==> config.mk <==
export PLATFORM = sky130hd
export DESIGN_NAME = fetch_ctrl_flat
export DESIGN_NICKNAME = d
export VERILOG_FILES = /design/src/rtl/fetch_ctrl_pkg.sv /design/src/rtl/fetch_ctrl_if.sv /design/src/rtl/fetch_ctrl_buf.sv /design/src/rtl/fetch_ctrl.sv /design/src/flat_wrapper.sv
export SDC_FILE = /design/constraint.sdc
export NUM_CORES = 1
export LEC_CHECK = 0
export CAP_MARGIN = 5
export CORE_ASPECT_RATIO = 1.5
export CORE_MARGIN = 10
export CORE_UTILIZATION = 45
export CTS_BUF_LIST = sky130_fd_sc_hd__clkbuf_8
export DETAILED_ROUTE_END_ITERATION = 7
export DONT_BUFFER_PORTS = 1
export SETUP_SLACK_MARGIN = 0.5
export SLEW_MARGIN = 25
export SYNTH_ARGS = -nofsm -noshare
export SYNTH_HDL_FRONTEND = slang
export SYNTH_SLANG_ARGS = --single-unit
==> constraint.sdc <==
create_clock -name clk -period 6.05 [get_ports clk]
set_input_delay 1.21 -clock clk [delete_from_list [all_inputs] [get_ports clk]]
set_output_delay 1.21 -clock clk [all_outputs]
set_load 0.01 [all_outputs]
==> src/rtl/fetch_ctrl_pkg.sv <==
// fetch_pkg: shared types and constants for the instruction fetch controller.
//   XLEN             - datapath width (32)
//   RESET_PC_DEFAULT - default first fetch address
//   BUF_DEPTH        - instruction buffer depth: 2 when FETCH_CTRL_SKID_BUF_EN
//                      is defined, otherwise 1
//   fetch_state_t    - controller FSM encoding (IDLE, REQ, WAIT, FLUSH)
//   fetch_entry_t    - buffer entry {instr, pc}
//   fetch_dbg_t      - debug view of the controller {state, buffer count}
//   align_pc()       - forces the two low address bits to zero
package fetch_pkg;

    localparam int XLEN = 32;
    localparam logic [XLEN-1:0] RESET_PC_DEFAULT = 32'h0000_0000;

`ifdef FETCH_CTRL_SKID_BUF_EN
    localparam int BUF_DEPTH = 2;
`else
    localparam int BUF_DEPTH = 1;
`endif

    typedef enum logic [1:0] {
        IDLE  = 2'd0,
        REQ   = 2'd1,
        WAIT  = 2'd2,
        FLUSH = 2'd3
    } fetch_state_t;

    typedef struct packed {
        logic [XLEN-1:0] instr;
        logic [XLEN-1:0] pc;
    } fetch_entry_t;

    typedef struct packed {
        fetch_state_t state;
        logic [1:0]   count;
    } fetch_dbg_t;

    function automatic logic [XLEN-1:0] align_pc(input logic [XLEN-1:0] a);
        return {a[XLEN-1:2], 2'b00};
    endfunction

endpackage

==> src/rtl/fetch_ctrl_if.sv <==
// fetch_ctrl_if: bundles the redirect input, the instruction memory port and
// the decode-side instruction port of the fetch controller.
//   master modport - the fetch controller
//   slave  modport - the environment (branch unit, memory, decode)
//
// Handshakes: a memory request transfers on a cycle where imem_req && imem_gnt;
// imem_addr holds steady while imem_req is high and not yet granted (a redirect
// is the only exception). imem_rvalid returns one word per grant, no earlier
// than the cycle after the grant. A decode entry transfers on a cycle where
// instr_valid && instr_ready; instr/instr_pc are stable while instr_valid waits.
interface fetch_ctrl_if;
    import fetch_pkg::*;

    logic            redirect_valid;
    logic [XLEN-1:0] redirect_pc;
    logic            imem_req;
    logic [XLEN-1:0] imem_addr;
    logic            imem_gnt;
    logic            imem_rvalid;
    logic [XLEN-1:0] imem_rdata;
    logic            instr_valid;
    logic [XLEN-1:0] instr;
    logic [XLEN-1:0] instr_pc;
    logic            instr_ready;

    modport master (
        input  redirect_valid, redirect_pc, imem_gnt, imem_rvalid, imem_rdata, instr_ready,
        output imem_req, imem_addr, instr_valid, instr, instr_pc
    );

    modport slave (
        output redirect_valid, redirect_pc, imem_gnt, imem_rvalid, imem_rdata, instr_ready,
        input  imem_req, imem_addr, instr_valid, instr, instr_pc
    );

endinterface

==> src/rtl/fetch_ctrl_buf.sv <==
// fetch_buf: small synchronous FIFO holding fetched {instr, pc} entries.
//   clk, rst     - clock, asynchronous active-high reset
//   flush        - empties the FIFO; wins over push and pop
//   push / din   - write an entry (caller guarantees space)
//   pop          - drop the head entry (caller guarantees non-empty)
//   dout         - head entry
//   full, empty, count - occupancy
// DEPTH is 1 or 2. The head always lives in slot 0, so dout needs no read mux.
module fetch_buf
    import fetch_pkg::*;
#(
    parameter int DEPTH = 1
) (
    input  logic         clk,
    input  logic         rst,
    input  logic         flush,
    input  logic         push,
    input  logic         pop,
    input  fetch_entry_t din,
    output fetch_entry_t dout,
    output logic         full,
    output logic         empty,
    output logic [1:0]   count
);

    fetch_entry_t mem [DEPTH];
    logic [1:0]   cnt;

    always_ff @(posedge clk or posedge rst) begin
        if (rst) begin
            cnt <= 2'd0;
        end else if (flush) begin
            cnt <= 2'd0;
        end else begin
            case ({push, pop})
                2'b10:   cnt <= cnt + 2'd1;
                2'b01:   cnt <= cnt - 2'd1;
                default: cnt <= cnt;
            endcase
        end
    end

    generate
        if (DEPTH == 1) begin : g_depth1
            // Push with a simultaneous pop simply replaces the single entry.
            always_ff @(posedge clk or posedge rst) begin
                if (rst) begin
                    mem[0] <= '0;
                end else if (!flush && push) begin
                    mem[0] <= din;
                end
            end
        end else begin : g_depth2
            always_ff @(posedge clk or posedge rst) begin
                if (rst) begin
                    mem[0] <= '0;
                    mem[1] <= '0;
                end else if (!flush) begin
                    if (pop) begin
                        // Shift toward the head; a concurrent push lands behind
                        // whatever survives so order is preserved.
                        mem[0] <= (push && cnt == 2'd1) ? din : mem[1];
                        if (push && cnt == 2'd2) begin
                            mem[1] <= din;
                        end
                    end else if (push) begin
                        if (cnt == 2'd0) begin
                            mem[0] <= din;
                        end else begin
                            mem[1] <= din;
                        end
                    end
                end
            end
        end
    endgenerate

    assign dout  = mem[0];
    assign full  = (cnt == 2'(DEPTH));
    assign empty = (cnt == 2'd0);
    assign count = cnt;

endmodule

==> src/rtl/fetch_ctrl.sv <==
// fetch_ctrl: instruction fetch controller. Walks the PC, issues one
// instruction memory request at a time, buffers returned words with their PC
// for decode, and handles branch redirects by flushing and discarding the
// in-flight response.
//   clk    - clock
//   n_rst  - asynchronous reset, active HIGH (name kept from the codebase)
//   bus    - fetch_ctrl_if.master: redirect, imem request/response, decode port
//   dbg    - current FSM state and buffer occupancy
// Parameter RESET_PC: first fetch address after reset.
// Macro FETCH_CTRL_SKID_BUF_EN selects a 2-entry buffer (default 1 entry).
module fetch_ctrl
    import fetch_pkg::*;
#(
    parameter logic [XLEN-1:0] RESET_PC = RESET_PC_DEFAULT
) (
    input  logic          clk,
    input  logic          n_rst,
    fetch_ctrl_if.master  bus,
    output fetch_dbg_t    dbg
);

    fetch_state_t    state, state_nxt;
    logic [XLEN-1:0] pc;
    logic [XLEN-1:0] req_addr;   // address of the outstanding request
    logic            imem_req_c;
    logic            grant;
    logic            push;
    logic            pop;
    logic            free;
    logic            buf_full, buf_empty;
    logic [1:0]      buf_count;
    fetch_entry_t    head;

    assign pop   = !buf_empty && bus.instr_ready;
    assign grant = imem_req_c && bus.imem_gnt;
    // A slot is free if the buffer has room now or the head leaves this cycle;
    // no request is outstanding while in REQ, so that is all the accounting.
    assign free  = !buf_full || pop;

    // State register
    always_ff @(posedge clk or posedge n_rst) begin
        if (n_rst) begin
            state <= IDLE;
        end else begin
            state <= state_nxt;
        end
    end

    // PC and outstanding-address registers; redirect overrides increment.
    always_ff @(posedge clk or posedge n_rst) begin
        if (n_rst) begin
            pc       <= RESET_PC;
            req_addr <= RESET_PC;
        end else begin
            if (bus.redirect_valid) begin
                pc <= align_pc(bus.redirect_pc);
            end else if (grant) begin
                pc <= pc + 32'd4;
            end
            if (grant) begin
                req_addr <= pc;
            end
        end
    end

    // Next-state logic
    always_comb begin
        state_nxt = state;
        case (state)
            IDLE:  state_nxt = REQ;
            REQ:   if (grant) state_nxt = bus.redirect_valid ? FLUSH : WAIT;
            // A redirect coinciding with the response drops the word and
            // needs no FLUSH since nothing is left in flight.
            WAIT:  if (bus.imem_rvalid)         state_nxt = REQ;
                   else if (bus.redirect_valid) state_nxt = FLUSH;
            // A response retires the stale request even if another redirect
            // arrives with it; otherwise keep waiting for it.
            FLUSH: if (bus.imem_rvalid) state_nxt = REQ;
            default: state_nxt = IDLE;
        endcase
    end

    // Output logic
    always_comb begin
        imem_req_c = 1'b0;
        push       = 1'b0;
        case (state)
            REQ:     imem_req_c = free;
            WAIT:    push       = bus.imem_rvalid && !bus.redirect_valid;
            default: ;
        endcase
    end

    fetch_buf #(
        .DEPTH (BUF_DEPTH)
    ) u_buf (
        .clk   (clk),
        .rst   (n_rst),
        .flush (bus.redirect_valid),
        .push  (push),
        .pop   (pop && !bus.redirect_valid),
        .din   ('{instr: bus.imem_rdata, pc: req_addr}),
        .dout  (head),
        .full  (buf_full),
        .empty (buf_empty),
        .count (buf_count)
    );

    assign bus.imem_req    = imem_req_c;
    assign bus.imem_addr   = pc;
    assign bus.instr_valid = !buf_empty;
    assign bus.instr       = head.instr;
    assign bus.instr_pc    = head.pc;

    assign dbg.state = state;
    assign dbg.count = buf_count;

endmodule

==> src/flat_wrapper.sv <==
// flat-port wrapper written by rule: the top's interface ports become plain ports
module fetch_ctrl_flat import fetch_pkg::*;
#(
    parameter logic [XLEN-1:0] RESET_PC = RESET_PC_DEFAULT
)
  (clk, n_rst, dbg, bus_redirect_valid, bus_redirect_pc, bus_imem_gnt, bus_imem_rvalid, bus_imem_rdata, bus_instr_ready, bus_imem_req, bus_imem_addr, bus_instr_valid, bus_instr, bus_instr_pc);
  fetch_ctrl_if bus_i ();
  input  logic clk;
  input  logic n_rst;
  output fetch_dbg_t dbg;
  input wire logic [$bits(bus_i.redirect_valid)-1:0] bus_redirect_valid;
  input wire logic [$bits(bus_i.redirect_pc)-1:0] bus_redirect_pc;
  input wire logic [$bits(bus_i.imem_gnt)-1:0] bus_imem_gnt;
  input wire logic [$bits(bus_i.imem_rvalid)-1:0] bus_imem_rvalid;
  input wire logic [$bits(bus_i.imem_rdata)-1:0] bus_imem_rdata;
  input wire logic [$bits(bus_i.instr_ready)-1:0] bus_instr_ready;
  output wire logic [$bits(bus_i.imem_req)-1:0] bus_imem_req;
  output wire logic [$bits(bus_i.imem_addr)-1:0] bus_imem_addr;
  output wire logic [$bits(bus_i.instr_valid)-1:0] bus_instr_valid;
  output wire logic [$bits(bus_i.instr)-1:0] bus_instr;
  output wire logic [$bits(bus_i.instr_pc)-1:0] bus_instr_pc;
  assign bus_i.redirect_valid = bus_redirect_valid;
  assign bus_i.redirect_pc = bus_redirect_pc;
  assign bus_i.imem_gnt = bus_imem_gnt;
  assign bus_i.imem_rvalid = bus_imem_rvalid;
  assign bus_i.imem_rdata = bus_imem_rdata;
  assign bus_i.instr_ready = bus_instr_ready;
  assign bus_imem_req = bus_i.imem_req;
  assign bus_imem_addr = bus_i.imem_addr;
  assign bus_instr_valid = bus_i.instr_valid;
  assign bus_instr = bus_i.instr;
  assign bus_instr_pc = bus_i.instr_pc;
  fetch_ctrl #(.RESET_PC(RESET_PC)) u_core (.clk(clk), .n_rst(n_rst), .bus(bus_i), .dbg(dbg));
endmodule
# After elaboration in Yosys (flattened, before gate mapping)
# Index checks and enable logic that the tools add are counted.
word_totals:
  regBits: 132
  latch_bits: 0
  ramBits: 0
  romBits: 0
  inputBits: 70
  output_inout_bits: 102
  wordCells: 44
  n_memories: 0
op_classes:
  addsub: 3
  multipliers: 0
  div: 0
  order_cmp: 0
  eq_ne: 9
  shifts: 0
  muxes: 12
  bitwise: 0
  reduce_logical: 14
op_table:
  columns: ["op", "count"]
  rows:
  - ["$mux 32", 2]
  - ["$add 32x3->32 const B", 1]
  - ["$mux 2", 5]
  - ["$pmux 2 s4", 1]
  - ["$eq 2x1->1 const B", 3]
  - ["$eq 2x2->1 const B", 3]
  - ["$logic_and 1x1->1", 5]
  - ["$logic_not 2->1", 2]
  - ["$pmux 2 s2", 1]
  - ["$logic_not 1->1", 3]
  - ["$mux 1", 3]
  - ["$ne 3x3->1 const B", 1]
  - ["$reduce_and 3->1", 1]
  - ["$reduce_bool 3->1", 1]
  - ["$add 2x1->2 const B", 1]
  - ["$ne 2x1->1 const B", 1]
  - ["$ne 2x2->1 const B", 1]
  - ["$reduce_bool 2->1", 1]
  - ["$sub 2x1->2 const B", 1]
  - ["$logic_or 1x1->1", 1]

# Depth between registers and ports, before layout
# Gate-level depths: netlist (run 1).
depth:
  ltp_word: 8
  depth_mapped: 9

# Modules after synthesis
# A second synthesis (run 1) with hierarchy kept.
hier_totals:
  cells_unflattened: 474
  hier_area_um2: 6037.0
modules_own_cells:
  columns: ["module", "n_inst", "cells_each", "area_per_inst_um2"]
  rows:
  - ["fetch_ctrl", 1, 324, 3248.1]
  - ["fetch_buf", 1, 150, 2788.9]

# Worst setup path before layout (run 1)
# No wires, ideal clock.
synth_timing:
  kind: "input to output"
  startpoint: "input port bus_instr_ready"
  endpoint: "output port bus_imem_req"
  t_arrival_ns: 1.676
  required_ns: 4.840
  slack_ns: 3.164
  stages: 3
  n_path_buf: 1
  cell_sequence: "nand2b_4 > buf_6 > a21boi_0"
synth_via:
  elab_chain_cells: 3
synth_rtl:
  columns: ["element", "line_no", "rtl"]
  rows:
  - ["start, declared", "flat_wrapper.sv:16", "input wire logic [$bits(bus_i.instr_ready)-1:0] bus_instr_ready;"]
  - ["$logic_and 1x1->1", "fetch_ctrl.sv:34", "assign pop = !buf_empty && bus.instr_ready;"]
  - ["$logic_or 1x1->1", "fetch_ctrl.sv:38", "assign free = !buf_full || pop;"]
  - ["$mux 1", "fetch_ctrl.sv:87", "case (state)"]
  - ["end, declared", "flat_wrapper.sv:17", "output wire logic [$bits(bus_i.imem_req)-1:0] bus_imem_req;"]
# Every way passes these cells.

# Worst setup path after layout (run 1)
layout_timing:
  startpoint: "register u_core.u_buf.cnt[1] (netlist: u_core.u_buf.count[1])"
  endpoint: "output port bus_imem_req"
layout_via:
  elab_chain_cells: 5
  elab_cells_between_ends: 7
layout_rtl:
  columns: ["element", "line_no", "rtl"]
  rows:
  - ["start, declared", "fetch_ctrl_buf.sv:27", "logic [1:0] cnt;"]
  - ["start signal, assigned", "fetch_ctrl_buf.sv:36", "2'b10: cnt <= cnt + 2'd1;"]
  - ["start signal, assigned", "fetch_ctrl_buf.sv:37", "2'b01: cnt <= cnt - 2'd1;"]
  - ["start signal, assigned", "fetch_ctrl_buf.sv:38", "default: cnt <= cnt;"]
  - ["$logic_not 2->1", "fetch_ctrl_buf.sv:80", "assign empty = (cnt == 2'd0);"]
  - ["$logic_not 1->1", "fetch_ctrl.sv:34", null]
  - ["$logic_and 1x1->1", "fetch_ctrl.sv:34", null]
  - ["$logic_or 1x1->1 (*)", "fetch_ctrl.sv:38", null]
  - ["$mux 1 (*)", "fetch_ctrl.sv:87", null]
# Every way passes the cells marked *; elsewhere a longest branch is shown, timed or not.

==> summary.txt, run 1 <==
post-synth top area share - 55.4%
Yosys top cell by area - dfrtp_1
unrepaired setup endpoints after global routing - false
TritonCTS buffer count - 17
leakage power - 2.56 nW
Area growth, synth to finish - 8.94%
Post-Syn Area per Cell - 12.2 um2
DRT iter0 DRCs - 169
most instantiated cells after synthesis - 126 x dfrtp_1, 89 x mux2_2, 24 x nand2_1, 20 x nor2_1, 19 x o21ai_0
Synth cell types - 49
crit share post-route - 50.0%
CTS tree - yes
slew margin rel. - 40.3%
Hold-fix buffers, CTS - 0
Crit path largest cell delay - 450 ps
Routed WL per cell - 22.4 um
number of global-route vias before repair - 3883
top-count cell post-synth - dfrtp_1
post_cts resized - 0
Clk pin slew, worst setup/hold paths - 80 ps
Max Freq - 331 MHz
# DRC - 0
Fin Setup TNS - 0 ps
cells along the critical path - inv_1 > ha_1 > nand2b_4 > a21boi_0
Initial Util - 45.7%
port buffer count - 0
Mapped Area - 0.00570 mm2
final core utilization - 49.8%
metal3 WL - 1570 um
CP Capture Type - output pin
Slew @ Worst Pin - 895 ps
layout cells sized above 1 - 27.6%
CP Class - flop to output pin
initial antenna violation count - 0
Combinational Power Share - 21.4%
Post-synth EDFFs - 0
Synth Register Bits - 126
uppermost routed layer - met4
clock tree buffer depth - 2
Die Ht - 158 um
post-CTS setup buffer count - 0
Post-Synthesis Cells - 468
Hold WC Path Type - flop to flop
M1 WL - 5060 um
Clk pwr share - 25.5%
placed cell area - 0.00580 mm2
clock root cell - clkbuf_8
RePlAce Congestion - 0.766
total gr overflow - 0
met2 routed WL - 7470 um
Boundary Pins - 172
Synth Warn # - 0
Slowest-stage cell, CP - dfrtp_1
diode count - 0
post-layout min period - 3030 ps
Worst Path Arrival - 1820 ps
# rows - 50
NetSw - 0.000987 W
Seq/Total Area, Yosys - 55.4%
core box area - 0.0124 mm2
Seq pwr share - 53.1%
Antenna Nets Post-Route - 0
Async SR Flop Fraction - 100%
via count - 3777
Req. time, crit path - 4840 ps
DRT Pass-1 Iters - 4
fin. max-slew vios - 0
total track usage - 16.0%
Clock Latency Late Sink - 430 ps
Most used DFF post-synth - dfrtp_1
final hold violation count - 0
VDD IR-drop max - 0.206 mV
status - completed
die area - 0.0176 mm2
HPWL after DPL - 10300 um
final setup fails - 0
CTS H-tree depth - 4
PwrDens - 472 mW/mm2
first-pass GRT wire length - 22200 um
CTS sink cnt - 126
startpoint types - flop
via/cell ratio - 5.95
sw frac - 33.7%
Die X - 112 um
top cells by area, synth - dfrtp_1 55%, mux2_2 18%, or4_1 2.4%, a31oi_1 1.9%, o31ai_1 1.8%
# nets final - 542
total routed wirelength - 14200 um
P_int - 0.00194 W
largest net degree at the start of global routing - 88
Clock Skews - 10.2 ps
Critical Path Fanout Max - 9
max-cap violation count - 0
fin area - 0.00620 mm2
layout make-up:
type                            count  area (um2)
Clock inverter                     15         170
Fill cell                        1139        6240
Timing Repair Buffer                4        30.0
Tap cell                          156         195
Clock buffer                       17         234
Sequential cell                   126        3150
Multi-Input combinational cell    304        2370
Inverter                           13        53.8
state kept, by name (all words and copies together), names as in the netlist:
register and count:
u_core.u_buf.dout 62, u_core.bus.imem_addr 30, u_core.req_addr 30, u_core.state 2
u_core.u_buf.count 2
metal layers:
layer | up-vias | GRT usage (%)
met1 | 1903 | 16.2
li1 | 1735 | -
met2 | 126 | 27.9
met3 | 13 | 8.33
met5 | - | 0
met4 | 0 | 5.34
power groups by stage:
stage                     Clock (W)  Combinational [W]  Sequential, W
after global placement            0           0.000604        0.00157
after detailed placement          0           0.000635        0.00159
after floorplan                   0           0.000547        0.00147
final                      0.000745           0.000627        0.00155
after global routing       0.000811           0.000706        0.00161
after CTS                  0.000771           0.000638        0.00157
cells in the final DEF, fill, tap and decap left out, types with 3 or more instances in the layout:
cell type / Yosys / routed
nand3_1: 16 / 15
o21ai_0: 19 / 19
clkinv_2: 0 / 4
nor2b_1: 5 / 5
ha_1: 6 / 6
clkbuf_8: 0 / 17
and3_1: 3 / 3
or4_1: 18 / 18
buf_4: 5 / 4
nand2_1: 24 / 24
nor2_1: 20 / 20
and4_1: 4 / 4
nand4_1: 9 / 9
a211oi_1: 5 / 5
bufinv_16: 0 / 3
a22o_1: 3 / 3
inv_1: 13 / 13
clkinvlp_4: 0 / 4
or3_1: 6 / 6
a31oi_1: 17 / 17
o211ai_1: 4 / 4
o31ai_1: 14 / 14
dfrtp_1: 126 / 126
a21oi_1: 7 / 6
conb_1: 1 / 4
inv_6: 0 / 3
xnor2_1: 6 / 6
mux2_2: 89 / 89
worst max-delay path: cells and delay by family, from the launching register on:
kind / cells / cell delay, ps
AOI/OAI and AO/OA: 1 / 420
adders and majority gates: 1 / 210
buffers and inverters: 1 / 90
DFF: 1 / 450
and+or+nand+nor: 1 / 190
final timing paths:
check                      cells after the start                       end  slack [ps]             startpoint
min reg2reg                                    2       u_core.req_addr[14]         480    u_core.req_addr[14]
max reg2reg                                    6  u_core.bus.imem_addr[16]        3520        u_core.state[1]
max in group asynchronous                      2  u_core.bus.imem_addr[27]        4270                  n_rst
min                                            2       u_core.req_addr[14]         480    u_core.req_addr[14]
min in group asynchronous                      1     u_core.u_buf.dout[58]         770                  n_rst
max                                            4              bus_imem_req        3020  u_core.u_buf.count[1]
through the flow:
stage	setup WS [ps]	std cells	power, W	hold WS [ps]
after global placement	3100	603	0.00217	464
after detailed placement	3090	603	0.00222	472
after floorplan	1480	471	0.00202	446
final	3020	635	0.00293	482
after global routing	2900	635	0.00312	519
after CTS	2950	635	0.00298	489
kinds of logic (layout without fill, tap and decap cells):
logic type | Yosys count | count (layout) | synth area share [%]
AO/OA/AOI/OAI | 80 | 80 | 9.25
XOR/XNOR | 7 | 7 | 1.08
adder cells (fa/ha/maj) | 6 | 6 | 1.32
buffers and inverters | 41 | 49 | 3.54
flip-flops | 126 | 126 | 55.4
multiplexers | 91 | 91 | 17.9
other | 1 | 4 | 0.0658
AND/OR/NAND/NOR | 116 | 116 | 11.4
(Power assumes the default switching activity.)
==> run 2: changes to the inputs <==
==> constraint.sdc (replaced) <==
create_clock -name clk -period 2.66 [get_ports clk]
set_input_delay 0.532 -clock clk [delete_from_list [all_inputs] [get_ports clk]]
set_output_delay 0.532 -clock clk [all_outputs]
set_load 0.01 [all_outputs]
==> run 2 against run 1 <==
  * Count of clock-buffer cells in the layout grew 2
  * Sequential cell count is the same
  * Critical endpoint is now u_core.bus.imem_addr[27]
  * Design area grew 4.4%
  * Via count grew 2.5%
==> summary.txt, run 2 (synthesized netlist as in run 1, its figures left out) <==
Slew @ Worst Pin - 670 ps (was 895 ps)
Die Ht - 158 um (unchanged)
R2R depth - 5 (was 6)
via/cell ratio - 5.93 (was 5.95)
port buffer count - 0 (unchanged)
die area - 0.0176 mm2 (unchanged)
post-layout min period - 2100 ps
# DRC - 0 (unchanged)
final hold violation count - 0 (unchanged)
Boundary Pins - 172 (unchanged)
clock root cell - clkbuf_8 (unchanged)
clock tree buffer depth - 2 (unchanged)
diode count - 0 (unchanged)
CTS tree - yes (unchanged)
fin. max-slew vios - 0 (unchanged)
final core utilization - 52.0% (was 49.8%)
FF-to-FF End - u_core.bus.imem_addr[27] (was u_core.bus.imem_addr[16])
DRT Pass-1 Iters - 4 (unchanged)
CTS sink cnt - 126 (unchanged)
Clk pin slew, worst setup/hold paths - 70 ps (was 80 ps)
CP Class - flop to flop (was flop to output pin)
crit share post-route - 79.0%
Fin Setup TNS - 0 ps (unchanged)
max-cap violation count - 0 (unchanged)
placed cell area - 0.00588 mm2 (was 0.00580 mm2)
Clock Skews - 10.4 ps (was 10.2 ps)
initial antenna violation count - 0 (unchanged)
Crit path largest cell delay - 550 ps (was 450 ps)
HPWL after DPL - 10300 um (about the same)
total routed wirelength - 14700 um (was 14200 um)
Routed WL per cell - 22.5 um (was 22.4 um)
DRT iter0 DRCs - 220 (was 169)
Critical Path Fanout Max - 6 (was 9)
final setup fails - 0 (unchanged)
leakage power - 2.64 nW (was 2.56 nW)
Area growth, synth to finish - 13.8% (was 8.94%)
PwrDens - 1050 mW/mm2 (was 472 mW/mm2)
# nets final - 562 (was 542)
fin area - 0.00648 mm2 (was 0.00620 mm2)
core box area - 0.0124 mm2 (unchanged)
startpoint types - flop (unchanged)
max reg flops - 62 (unchanged)
largest net degree at the start of global routing - 127 (was 88)
Post-Place Cells - 610 (was 603)
Fill cells - 1107 (was 1139)
Worst Path Arrival - 2450 ps (was 1820 ps)
VDD IR-drop max - 0.518 mV (was 0.206 mV)
Final Non-Filler Cells - 653 (was 635)
r2r setup slk - 560 ps (was 3520 ps)
Initial Util - 45.7% (unchanged)
Antenna Nets Post-Route - 0 (unchanged)
Die X - 112 um (unchanged)
Clock Latency Late Sink - 420 ps (was 430 ps)
total gr overflow - 0 (unchanged)
via count - 3872 (was 3777)
unrepaired setup endpoints after global routing - true (was false)
number of global-route vias before repair - 4032 (was 3883)
status - completed (unchanged)
first-pass GRT wire length - 22600 um (was 22200 um)
TritonCTS buffer count - 17 (unchanged)
most common cell after layout, fill and taps aside - dfrtp_1 (unchanged)
commonest non-fill, non-tap cells in the layout - 112 x dfrtp_1, 89 x mux2_2, 23 x nand2_1 (was 126 x dfrtp_1, 89 x mux2_2, 24 x nand2_1)
# rows - 50 (unchanged)
CP Capture Type - flop (was output pin)
CTS H-tree depth - 4 (unchanged)
RePlAce Congestion - 0.785 (was 0.766)
layout cells sized above 1 - 36.2% (was 27.6%)
Req. time, crit path - 3010 ps (was 4840 ps)
cells along the critical path - nand4_1 > buf_4 > a2111o_1 > or4_1 > nand3_1 (was inv_1 > ha_1 > nand2b_4 > a21boi_0)
Hold WC Path Type - input pin to async pin (was flop to flop)
slew margin rel. - 55.4% (was 40.3%)
total track usage - 16.2% (was 16.0%)
FF-to-FF Start - u_core.bus.imem_addr[7] (was u_core.state[1])
Slowest-stage cell, CP - or4_1 (was dfrtp_1)
Max Freq - 476 MHz
[run 2: changes by cell type in the layout (fill, tap and decap cells not counted), sizes merged]
cell / previous run / this run
inv: 16 / 13
clkbuf: 17 / 19
buf: 4 / 22
clkinv: 5 / 4
a2111o: 1 / 3
[run 2: metrics by stage]
step                      total power (W)  setup slack [ps]  hold slack, ps
after floorplan                   0.00459               524             446
after global routing              0.00726               489             133
after CTS                         0.00687               469             147
final                             0.00682               560             171
after detailed placement          0.00511               268             473
after global placement            0.00499               342             464
[run 2: final cells by class]
cell class              count  area (um2)  share of cell area [%]
flip-flops and latches    126        3170                    48.9
clock inverters            11         144                    2.22
well taps                 156         195                    3.01
multi-input cells         306        2460                    38.0
repair buffers             22         190                    2.94
clock buffers              19         262                    4.04
inverters                  13        52.6                   0.811
[run 2: how the worst max path moves through the flow]
| stage | startpoint | to | slack [ps] | depth (start not counted) |
|---|---|---|---|---|
| 2_1_floorplan | u_core.u_buf.count[1] | u_core.bus.imem_addr[12] | 520 | 8 |
| 3_3_place_gp | u_core.u_buf.count[1] | u_core.bus.imem_addr[26] | 340 | 6 |
| 3_5_place_dp | u_core.u_buf.count[1] | u_core.bus.imem_addr[16] | 270 | 6 |
| 4_1_cts | u_core.u_buf.count[0] | u_core.bus.imem_addr[26] | 470 | 6 |
| 5_1_grt | u_core.state[1] | u_core.bus.imem_addr[31] | 490 | 7 |
| 6_report | u_core.bus.imem_addr[7] | u_core.bus.imem_addr[27] | 560 | 5 |
[run 2: critical path, delay by kind of cell, from the launching register on]
family | cells | cell delay [ps]
DFF | 1 | 500
buffers and inverters | 1 | 210
and+or+nand+nor | 3 | 850
AOI/OAI and AO/OA | 1 | 480
[run 2: what timing repair did]
action                     CTS  global route
setup endpoints to repair   18            20
hold buffers                 0             0
cloned                       2             0
pin swaps                    5            10
setup buffers                5             6
gates resized for setup     14            21
[run 2: report_power, final]
part           switching, W  total, W  internal [W]
Sequential         0.000849   0.00354       0.00269
Clock              0.000725   0.00169      0.000962
Combinational      0.000691   0.00159      0.000902
Total               0.00226   0.00682       0.00456
[run 2: routing by layer]
layer  track usage (%)  part of all wire [%]  wire [um]
met1              16.0                    35       5130
met4              7.98                   2.6        388
met3              8.18                    10       1520
met2              27.5                    52       7640
met5                 0                     0          0
==> run 3: changes to the inputs <==
==> constraint.sdc (replaced) <==
create_clock -name clk -period 1.8 [get_ports clk]
set_input_delay 0.36 -clock clk [delete_from_list [all_inputs] [get_ports clk]]
set_output_delay 0.36 -clock clk [all_outputs]
set_load 0.01 [all_outputs]
==> run 3 against run 2 <==
  * The flow now finishes with violations (setup timing)
  * Design area increased by 26%
  * Utilization increased by 14 points
  * Routed wire length increased by 23%
  * Register-to-register slack got worse by 790 ps
  * Clock power increased by 56%
  * Worst setup slack got worse by 810 ps
  * Sequential cell count unchanged
  * Via count increased by 15%
  * First-iteration DRC count increased by 4.5%
  * Die area unchanged
  * Critical path depth increased by 1
  * Critical endpoint is now bus_imem_req
  * Largest cell class unchanged
==> summary.txt, run 3 (synthesized netlist as in run 1, its figures left out) <==
status - complete, but fails checks (was completed)
violated checks - setup timing
number of global-route vias before repair - 4530 (was 4032)
NetSw - 0.00405 W (was 0.00226 W)
die area - 0.0176 mm2 (unchanged)
initial antenna violation count - 0 (unchanged)
Fill cells - 923 (was 1107)
placed cell area - 0.00655 mm2 (was 0.00588 mm2)
Die X - 112 um (unchanged)
commonest non-fill, non-tap cells in the layout - 112 x dfrtp_1, 59 x buf_6, 52 x mux2_2 (was 112 x dfrtp_1, 89 x mux2_2, 23 x nand2_1)
worst setup margin - -255 ps (was 560 ps)
Critical Path Fanout Max - 8 (was 6)
CTS sink cnt - 126 (unchanged)
cell mode on critical path - buf_4
P_int - 0.00804 W (was 0.00456 W)
Antenna Nets Post-Route - 0 (unchanged)
Final Non-Filler Cells - 751 (was 653)
via count - 4455 (was 3872)
Max Freq - 487 MHz
max reg flops - 62 (unchanged)
HPWL after DPL - 11700 um (was 10300 um)
area of the multi-input gates - 0.00280 mm2 (was 0.00246 mm2)
slew margin rel. - 66.2% (was 55.4%)
post-layout min period - 2060 ps
unrepaired setup endpoints after global routing - true (unchanged)
clock tree buffer depth - 2 (unchanged)
startpoint types - flop (unchanged)
Clk pwr share - 21.9% (was 24.7%)
Clock Latency Late Sink - 450 ps (was 420 ps)
CP Capture Type - output pin (was flop)
CP Class - flop to output pin (was flop to flop)
sw frac - 33.5% (was 33.2%)
Boundary Pins - 172 (unchanged)
fin. max-slew vios - 0 (unchanged)
port buffer count - 0 (unchanged)
layout cells sized above 1 - 50.6% (was 36.2%)
core box area - 0.0124 mm2 (unchanged)
via/cell ratio - 5.93 (about the same)
Clock Skews - 10.0 ps (was 10.4 ps)
cells along the critical path - inv_2 > ha_4 > nand2b_4 > buf_4 > a21boi_2 > buf_4 (was nand4_1 > buf_4 > a2111o_1 > or4_1 > nand3_1)
WP depth - 6 (was 5)
Crit path max-delay family - buffers and inverters (was simple AND/OR/NAND/NOR gates)
leakage power - 3.55 nW (was 2.64 nW)
Slowest-stage cell, CP - dfrtp_1 (was or4_1)
Worst Path Arrival - 1700 ps (was 2450 ps)
Routed WL per cell - 24.1 um (was 22.5 um)
RePlAce Congestion - 0.781 (was 0.785)
diode count - 0 (unchanged)
max-cap violation count - 0 (unchanged)
most common cell after layout, fill and taps aside - dfrtp_1 (unchanged)
clock root cell - clkbuf_8 (unchanged)
# rows - 50 (unchanged)
first-pass GRT wire length - 27200 um (was 22600 um)
# nets final - 658 (was 562)
Hold WC Path Type - input pin to flop (was input pin to async pin)
# DRC - 0 (unchanged)
TritonCTS buffer count - 17 (unchanged)
FF+latch area - 0.00317 mm2 (unchanged)
Die Ht - 158 um (unchanged)
Post-Place Cells - 674 (was 610)
DRT Pass-1 Iters - 6 (was 4)
PwrDens - 1480 mW/mm2 (was 1050 mW/mm2)
Seq pwr share - 42.4% (was 51.9%)
WP buf/inv - 3 (was 1)
CTS tree - yes (unchanged)
Combinational Power Share - 35.8% (was 23.4%)
final hold violation count - 0 (unchanged)
total routed wirelength - 18100 um (was 14700 um)
Slew @ Worst Pin - 506 ps (was 670 ps)
final setup fails - 83 (was 0)
Req. time, crit path - 1440 ps (was 3010 ps)
total gr overflow - 0 (unchanged)
total track usage - 19.7% (was 16.2%)
Clk pin slew, worst setup/hold paths - 80 ps (was 70 ps)
hold path depth - 1
VDD IR-drop max - 0.915 mV (was 0.518 mV)
Area growth, synth to finish - 43.5% (was 13.8%)
fin area - 0.00817 mm2 (was 0.00648 mm2)
CTS H-tree depth - 4 (unchanged)
R2R depth - 7 (was 5)
Initial Util - 45.7% (unchanged)
largest net degree at the start of global routing - 49 (was 127)
DRT iter0 DRCs - 230 (was 220)
crit share post-route - 114%
Crit path largest cell delay - 390 ps (was 550 ps)
[run 3: changes by cell type in the layout (fill, tap and decap cells not counted), moves of 10 or more]
cell / change
mux2_2: -37
buf_4: +13
buf_6: +59
mux2_4: +37
buf_12: +10
[run 3: worst paths after layout]
kind	startpoint	to	slack, ps
hold / removal	bus_redirect_valid	u_core.bus.imem_addr[3]	30
max in group asynchronous	n_rst	u_core.bus.imem_addr[14]	750
hold reg to reg	u_core.req_addr[18]	u_core.req_addr[18]	500
setup reg to reg	u_core.u_buf.count[0]	u_core.bus.imem_addr[16]	-230
min in group asynchronous	n_rst	u_core.u_buf.dout[15]	420
setup / recovery	u_core.u_buf.count[0]	bus_imem_req	-260
[run 3: power by group through the flow]
stage	sequential [W]	combinational (W)	clock, W
finish	0.00512	0.00433	0.00264
global route	0.00527	0.00461	0.00282
CTS	0.00514	0.00394	0.00267
detailed placement	0.00515	0.00300	0
global placement	0.00509	0.00289	0
floorplan	0.00497	0.00211	0
[run 3: cell type report]
type                            count  share of cell area, %
Sequential cell                   126                   38.8
Multi-Input combinational cell    304                   34.3
Timing Repair Buffer              120                   18.6
Clock buffer                       19                   3.20
Tap cell                          156                   2.39
Clock inverter                     13                   1.99
Inverter                           13                  0.735
[run 3: repair_timing]
item / in CTS / in global routing
gates cloned: 11 / 1
buffers inserted: 21 / 10
setup endpoints to repair: 161 / 161
resized for setup: 115 / 40
pin swaps: 18 / 23
hold endpoints to repair: 20 / 0
hold buffers: 2 / 0
[run 3: metal layers]
metal	up-vias	GRT usage [%]	share of wire, %
li1	1971	-	-
met1	2237	21.0	34
met2	208	34.2	52
met3	39	7.80	9.8
met4	0	8.16	4.0
met5	-	0	0
[run 3: worst reg2reg max path, stage by stage (launching register included)]
cell and delay (ps):
dfrtp_1 390, inv_2 70, ha_4 160, nand2b_4 130
a2111o_1 400, buf_6 160, or4_1 460, a31oi_1 180
[run 3: per-stage QoR]
| stage | TNS [ps] | power, W | utilization [%] | hold WS, ps | worst slack, ps |
|---|---|---|---|---|---|
| after floorplan | -18190 | 0.00708 | - | 455 | -309 |
| after global placement | -1340 | 0.00798 | 52.6 | 284 | -191 |
| after detailed placement | -2010 | 0.00816 | 52.6 | 288 | -231 |
| after CTS | -3700 | 0.0118 | 63.3 | 12.7 | -222 |
| after global routing | -10270 | 0.0127 | 65.6 | 15.7 | -313 |
| final | -5850 | 0.0121 | 65.6 | 27.6 | -255 |
